`src/rtl/jk_pkg.sv`:
```
// Shared definitions for the JK-based universal register: mode encodings
// and the wrap-detect helper used by the counter.
package jk_pkg;

    localparam logic [1:0] MODE_JK    = 2'b00;
    localparam logic [1:0] MODE_LOAD  = 2'b01;
    localparam logic [1:0] MODE_COUNT = 2'b10;
    localparam logic [1:0] MODE_SHIFT = 2'b11;

    // A count wraps when every bit toggles: the carry/borrow chain reaches the
    // MSB and the MSB itself is 1 (up) or 0 (down).
    function automatic logic count_wraps(input logic chain_top, input logic msb, input logic up);
        return chain_top & (up ? msb : ~msb);
    endfunction

endpackage

```
`src/rtl/jk_cell.sv`:
```
// Single-bit JK next-state function: 00 hold, 01 clear, 10 set, 11 toggle.
module jk_cell (
    input  logic q,
    input  logic j,
    input  logic k,
    output logic q_next
);

    // JK characteristic equation
    always_comb begin
        q_next = q;
        case ({j, k})
            2'b00:   q_next = q;
            2'b01:   q_next = 1'b0;
            2'b10:   q_next = 1'b1;
            2'b11:   q_next = ~q;
            default: q_next = q;
        endcase
    end

endmodule

```
`src/rtl/jk_universal_reg.sv`:
```
// Multi-bit JK register with parallel load, up/down count and bidirectional
// shift, plus registered terminal-count and change flags.
module jk_universal_reg
    import jk_pkg::*;
#(
    parameter int                     WIDTH       = 8,
    parameter logic [WIDTH-1:0]       RESET_VALUE = '0
) (
    input  logic             clk,
    input  logic             rst_n,
    input  logic             en,
    input  logic [1:0]       mode,
    input  logic [WIDTH-1:0] j,
    input  logic [WIDTH-1:0] k,
    input  logic [WIDTH-1:0] d,
    input  logic             up,
    input  logic             ser_in,
    output logic [WIDTH-1:0] q,
    output logic             tc,
    output logic             changed
);

    logic [WIDTH-1:0] q_r;
    logic             tc_r;
    logic             changed_r;
    logic [WIDTH-1:0] toggle_s;
    logic [WIDTH-1:0] cell_j_s;
    logic [WIDTH-1:0] cell_k_s;
    logic [WIDTH-1:0] cell_next_s;
    logic [WIDTH-1:0] q_next_s;
    logic             wrap_s;

    // Bit i toggles in COUNT when all lower bits are 1 (up) or all 0 (down).
    assign toggle_s[0] = 1'b1;
    for (genvar i = 1; i < WIDTH; i++) begin : g_chain
        assign toggle_s[i] = toggle_s[i-1] & (up ? q_r[i-1] : ~q_r[i-1]);
    end

    // COUNT reuses the JK cells by driving j=k=toggle
    always_comb begin
        cell_j_s = j;
        cell_k_s = k;
        if (mode == MODE_COUNT) begin
            cell_j_s = toggle_s;
            cell_k_s = toggle_s;
        end else begin
            cell_j_s = j;
            cell_k_s = k;
        end
    end

    for (genvar i = 0; i < WIDTH; i++) begin : g_cell
        jk_cell u_cell (
            .q      (q_r[i]),
            .j      (cell_j_s[i]),
            .k      (cell_k_s[i]),
            .q_next (cell_next_s[i])
        );
    end

    // Mode mux selecting the next register value
    always_comb begin
        q_next_s = q_r;
        case (mode)
            MODE_JK:    q_next_s = cell_next_s;
            MODE_LOAD:  q_next_s = d;
            MODE_COUNT: q_next_s = cell_next_s;
            MODE_SHIFT: begin
                if (up) begin
                    q_next_s = {q_r[WIDTH-2:0], ser_in};
                end else begin
                    q_next_s = {ser_in, q_r[WIDTH-1:1]};
                end
            end
            default:    q_next_s = q_r;
        endcase
    end

    assign wrap_s = (mode == MODE_COUNT) && count_wraps(toggle_s[WIDTH-1], q_r[WIDTH-1], up);

    // State and flag registers with asynchronous reset
    always_ff @(posedge clk or negedge rst_n) begin
        if (!rst_n) begin
            q_r       <= RESET_VALUE;
            tc_r      <= 1'b0;
            changed_r <= 1'b0;
        end else if (en) begin
            q_r       <= q_next_s;
            tc_r      <= wrap_s;
            changed_r <= (q_next_s != q_r);
        end else begin
            q_r       <= q_r;
            tc_r      <= 1'b0;
            changed_r <= 1'b0;
        end
    end

    assign q       = q_r;
    assign tc      = tc_r;
    assign changed = changed_r;

endmodule

```
`config.mk`:
```
export PLATFORM = sky130hd
export DESIGN_NAME = jk_universal_reg
export DESIGN_NICKNAME = d
export VERILOG_FILES = /design/src/rtl/jk_pkg.sv /design/src/rtl/jk_cell.sv /design/src/rtl/jk_universal_reg.sv
export SDC_FILE = /design/constraint.sdc
export NUM_CORES = 1
export LEC_CHECK = 0
export ABC_AREA = 1
export BUFFER_PORTS_ARGS = -buffer_cell sky130_fd_sc_hd__buf_2
export CORE_MARGIN = 2
export CORE_UTILIZATION = 43
export CTS_CLUSTER_DIAMETER = 30
export DETAILED_ROUTE_END_ITERATION = 8
export MAX_ROUTING_LAYER = met4
export PLACE_DENSITY = 0.81
export SETUP_SLACK_MARGIN = 0.1
export SLEW_MARGIN = 20
export SYNTH_ARGS = -nofsm -noshare
export SYNTH_HDL_FRONTEND = slang
export SYNTH_SLANG_ARGS = --single-unit
```
`constraint.sdc`:
```
create_clock -name clk -period 1.8 [get_ports clk]
set_input_delay 0.36 -clock clk [delete_from_list [all_inputs] [get_ports clk]]
set_output_delay 0.36 -clock clk [all_outputs]
set_load 0.005 [all_outputs]
```
=== Word-level counts from Yosys, hierarchy flattened ===
Index checks and enable logic that the tools add are counted.

* Input port bits: 31
* Register bits after elaboration: 10
* Output and inout port bits: 10

* Reduce and logical (&&, ||, !) cells: 11
* Multiplexer cells: 22
* Equal/unequal tests: 28
* Bitwise logic cells: 15

{| class="wikitable"
|+ Operator list
! cell !! number
|-
| 2-bit == test, second input constant || 18
|-
| 1-bit one-hot mux with 4 select lines || 8
|-
| 8-bit two-way mux || 3
|-
| 8-bit one-hot mux with 3 select lines || 1
|-
| 2-bit by 1-bit == test with 1-bit output, second input constant || 9
|-
| 2-bit zero test || 9
|-
| 1-bit two-way mux || 10
|-
| 8-bit != test || 1
|-
| 1-bit NOT || 8
|-
| 1-bit bitwise AND || 7
|-
| 2-bit OR reduction || 1
|-
| 1-bit logical AND || 1
|}

=== Longest topological paths before layout ===
* Word-level depth: 14
* Mapped depth: 18

=== Modules after synthesis ===
Synthesis repeated with hierarchy kept, for this count alone.

* Cells, all modules: 243
* Area total of the unflattened synthesis: 1,255.0 µm²

{| class="wikitable"
|+ Modules (own cells, without submodules)
! module !! seq. area each (µm²) !! cells each !! area an instance (µm²) !! instances
|-
| jk_universal_reg || 250.2 || 203 || 1,104.8 || 1
|-
| jk_cell || 0.0 || 5 || 18.8 || 8
|}

=== Worst setup path before layout ===
OpenSTA, ideal clock, no wires.

* Path type: input -> register
* Start: input up
* End: register changed_r, in the netlist changed
* Arrival: 1,533 ps
* Library setup time: 131 ps
* Stages: 15
* Path buffers: 1
* Setup slack: 137 ps
* Path through: clkbuf_2 inv_2 nand2_1 nand2_1 nand3_2 nor2_1 nand3_1 a21oi_1 nand2_1 nand2_1 nand2_1 nand2_1 nand2_1 nor2_1 nor2_1

* Word-level cells in the longest chain between the ends: 13
* Elaborated cells on any way between the ends: 54

{| class="wikitable"
|+ RTL lines
! element !! RTL line !! source
|-
| start: declaration || jk_universal_reg.sv:16 || <nowiki>input logic up,</nowiki>
|-
| 1-bit two-way mux || jk_universal_reg.sv:36 || <nowiki>assign toggle_s[i] = toggle_s[i-1] & (up ? q_r[i-1] : ~q_r[i-1]);</nowiki>
|-
| 1-bit bitwise AND (6 in series) || jk_universal_reg.sv:36 ||
|-
| 8-bit two-way mux || jk_universal_reg.sv:43 || <nowiki>if (mode == MODE_COUNT) begin</nowiki>
|-
| 2-bit == test, or another cell as far along || jk_cell.sv:12 || <nowiki>case ({j, k})</nowiki>
|-
| 1-bit one-hot mux with 4 select lines || jk_cell.sv:12 ||
|-
| 8-bit one-hot mux with 3 select lines * || jk_universal_reg.sv:64 || <nowiki>case (mode)</nowiki>
|-
| 8-bit != test * || jk_universal_reg.sv:90 || <nowiki>changed_r <= (q_next_s != q_r);</nowiki>
|-
| 1-bit two-way mux * || jk_universal_reg.sv:87 || <nowiki>end else if (en) begin</nowiki>
|-
| end signal: assignment || jk_universal_reg.sv:90 ||
|-
| end: declaration || jk_universal_reg.sv:25 || <nowiki>logic changed_r;</nowiki>
|}

Every way passes the cells marked *; elsewhere a longest branch is shown, timed or not.
A chain may end at the register's enable or synchronous reset.

=== Final worst setup path ===
* Start: register q_r[0], in the netlist q[0]
* End: register changed_r, in the netlist changed

* Word-level cells in the longest chain between the ends: 14
* Elaborated cells on any way between the ends: 50

{| class="wikitable"
|+ RTL lines
! element !! RTL line !! source
|-
| start: declaration || jk_universal_reg.sv:23 || <nowiki>logic [WIDTH-1:0] q_r;</nowiki>
|-
| start signal: assignment || jk_universal_reg.sv:88 || <nowiki>q_r <= q_next_s;</nowiki>
|-
| start signal: assignment || jk_universal_reg.sv:92 || <nowiki>q_r <= q_r;</nowiki>
|-
| 1-bit NOT || jk_cell.sv:16, jk_universal_reg.sv:36 ||
|-
| 1-bit two-way mux || jk_universal_reg.sv:36 ||
|-
| 1-bit bitwise AND (6 in series) || jk_universal_reg.sv:36 ||
|-
| 8-bit two-way mux || jk_universal_reg.sv:43 ||
|-
| 2-bit == test, or another cell as far along || jk_cell.sv:12 ||
|-
| 1-bit one-hot mux with 4 select lines || jk_cell.sv:12 ||
|-
| 8-bit one-hot mux with 3 select lines || jk_universal_reg.sv:64 ||
|-
| 8-bit != test * || jk_universal_reg.sv:90 ||
|-
| 1-bit two-way mux * || jk_universal_reg.sv:87 ||
|}

Marked as above.

==> metrics.md <==
| Metric | Value |
|---|---|
| Via count | about 1400 |
| Slowest cell on the critical path | dfrtp_2 |
| Num Clock Sinks | 10 |
| Tightest Pin Transition | 389.9 ps |
| Top Ports | 41 |
| Commonest non-fill, non-tap cell in the layout | nand2_1 |
| Area post-placement | approximately 1400 um^2 |
| Outcome | finished, final reports clean |
| PwrDens | about 640 nW/um^2 |
| Maximum vdd drop | 0.5952 mV |
| Setup violators final | 0 |
| Post-Synthesis Cells | 200 |
| Die height | ~55 um |
| Number of port buffers | 40 |
| Core area | roughly 2500 um^2 |
| First-pass DRT Iterations | 4 |
| Setup Crit Path Kind | reg2reg |
| Worst Path Buf+Inv | 1 |
| Total Wirelength | 3226 um |
| Via/cell ratio | 4.913 |
| Final ANT Viol Nets | 0 |
| Min Tclk post-route | 1738 ps |
| # rows | 18 |
| Startpoint Class | flip-flop |
| Die X | 55.18 um |
| GR Util All Layers | 0.2307 |
| Initial Util | 0.4545 |
| Maximum clock path buffer count | 2 |
| CP arrival | approximately 1900 ps |
| Number of H-tree levels | 1 |
| Slew HR | 0.7398 |
| Mean Syn Cell Area | 5.630 um^2 |
| DRC | 0 |
| Hold WS | 307.9 ps |
| First-pass GRT wire length | 4933 um |
| Dpl hpwl | 2564 um |
| MaxCap Viol Count | 0 |
| Routability cong. | 0.9400 |
| Antenna violations before repair | 0 |
| Total chip power | 1.027 mW |
| Final Max Tran Viols | 0 |
| Worst Skew | 0.8055 ps |
| Cell Area, Synth | 1126 um^2 |
| Most frequent CP cell | nand2_1 |
| CP cell instances | inv_2 -> nand2_2 -> nand2_4 -> nand3_4 -> nor2_4 -> nand4_1 -> nand2_1 -> nand2_1 -> nand2_1 -> nand2_1 -> nand2_1 -> nand3_1 -> nor2_1 -> nor2_1 |
| Vias in the first global route | 1223 |
| Seq cells post-synth | 10 |
| Hold Path Class | in2reg |
| TritonCTS clock tree | built |
| Clock slew seen by the registers of the worst setup and hold paths | approximately 70 ps |
| Worst-path fanout max | 5 |
| Fin. Hold Viols | 0 |
| CTS Root Cell | clkbuf_4 |
| Area delta synth->final | 43.00% |
| P_leak | 0.8887 nW |
| TritonCTS Buffers | 3 |
| Crit. End Element | flip-flop |
| Later-pin clock latency in the skew report | between 200 and 300 ps |
| Iteration-0 DRC Markers | 26 |
| Die Area | slightly above 3000 um^2 |
| Unrepaired setup endpoints after global routing | true |
| Share of cells above drive strength 1 | 0.3900 |
| Pin count of the biggest net entering global routing | 17 |
| Final design area excluding fillers | approximately 1600 um^2 |
| Wire length per cell | 11.16 um |
| # diodes | 0 |
| Fill cells | 253 |
| Sequential-to-total area share from yosys stat | 0.2222 |
| Yosys warning count | 0 |
| Worst EP required | a little under 2000 ps |
| Gr ovfl total | 0 |
| Final Cycle Share | 0.9655 |
| Nets | 291 |
| Syn Nets | 231 |
| Max incr delay on CP | 450 ps |
| Commonest non-fill, non-tap cells in the layout | nand2_1 (64), buf_2 (40), buf_4 (24) |
| Largest delay share family, worst path | simple AND/OR/NAND/NOR gates |
| Distinct cells, synth | 23 |
| F_max | 0.5754 GHz |
-- final cells by class --
type	count	area [um^2]	area share
Multi-Input combinational cell	155	777.0	0.4825
Timing Repair Buffer	68	424.2	0.2634
Sequential cell	10	252.7	0.1570
Inverter	22	82.58	0.05128
Tap cell	30	37.54	0.02331
Clock buffer	4	36.28	0.02253
-- through the flow --
step	cells	TNS (ps)	worst slack (ps)	utilization
floorplan	200	0	136.7	-
global placement	280	-75.41	-75.41	0.5838
detailed placement	280	-93.45	-93.45	0.5838
CTS	288	0	51.75	0.6207
global route	289	-104.4	-104.4	0.6500
finish	289	0	62.09	0.6500
-- kinds of logic (layout without fill, tap and decap cells) --
family                    after synthesis  in the layout  share of synthesized area
buffers and inverters                  35             94                     0.1533
DFF                                    10             10                     0.2222
AOI/OAI and AO/OA                      37             37                     0.1733
and+or+nand+nor                       117            117                     0.4367
xor gates and xnor gates                1              1                    0.01445
-- synthesized netlist by cell type (all sizes together) --
library cell  instances  area, um^2
nand2                75       284.0
inv                  22       82.58
nand3                20       110.1
o21ai                20       100.1
nor2                 16       60.06
a21oi                12       60.06
buf                  11       81.33
dfrtp                10       250.2
o211ai                3       22.52
or2                   3       18.78
clkbuf                2       8.750
nand4                 2       12.51
o22ai                 2       12.51
nor4                  1       6.260
xor2                  1       16.27
-- sequential cells by signal, summed over array words and instances, names as in the netlist --
register and count:
q 8, changed 1, tc 1
-- path summary, 6_finish.rpt --
path	depth (start not counted)	slack, ps	start	end
max	14	60	q[0]	changed
min	2	310	en	q[5]
max reg2reg	14	60	q[0]	changed
min reg2reg	2	570	q[6]	q[6]
max in group asynchronous	2	1130	rst_n	q[1]
min in group asynchronous	2	470	rst_n	q[2]
-- timing repair --
item / in CTS / in global routing
hold buffers: 1 / 0
setup endpoints to repair: 1 / 3
pin swaps: 13 / 15
cloned: 0 / 0
endpoints found under the hold margin: 10 / 0
resized for setup: 11 / 20
setup buffers: 3 / 1
-- power by group --
group / internal, mW / switching (mW) / leakage, nW / total, mW
Combinational: 0.242 / 0.281 / 0.748 / 0.523
Sequential: 0.255 / 0.0439 / 0.120 / 0.299
Clock: 0.123 / 0.0816 / 0.0210 / 0.205
Total: 0.620 / 0.407 / 0.889 / 1.03
-- per-layer routing --
layer  vias to the layer above  global-route usage  share of wire
li1                        756                   -              -
met1                       626              0.2720           0.45
met2                        38              0.4087           0.51
met3                         0             0.05645          0.048
met4                         0             0.02846              0
met5                         -                   -              0
Note: power is estimated with default switching activity, not from simulation.
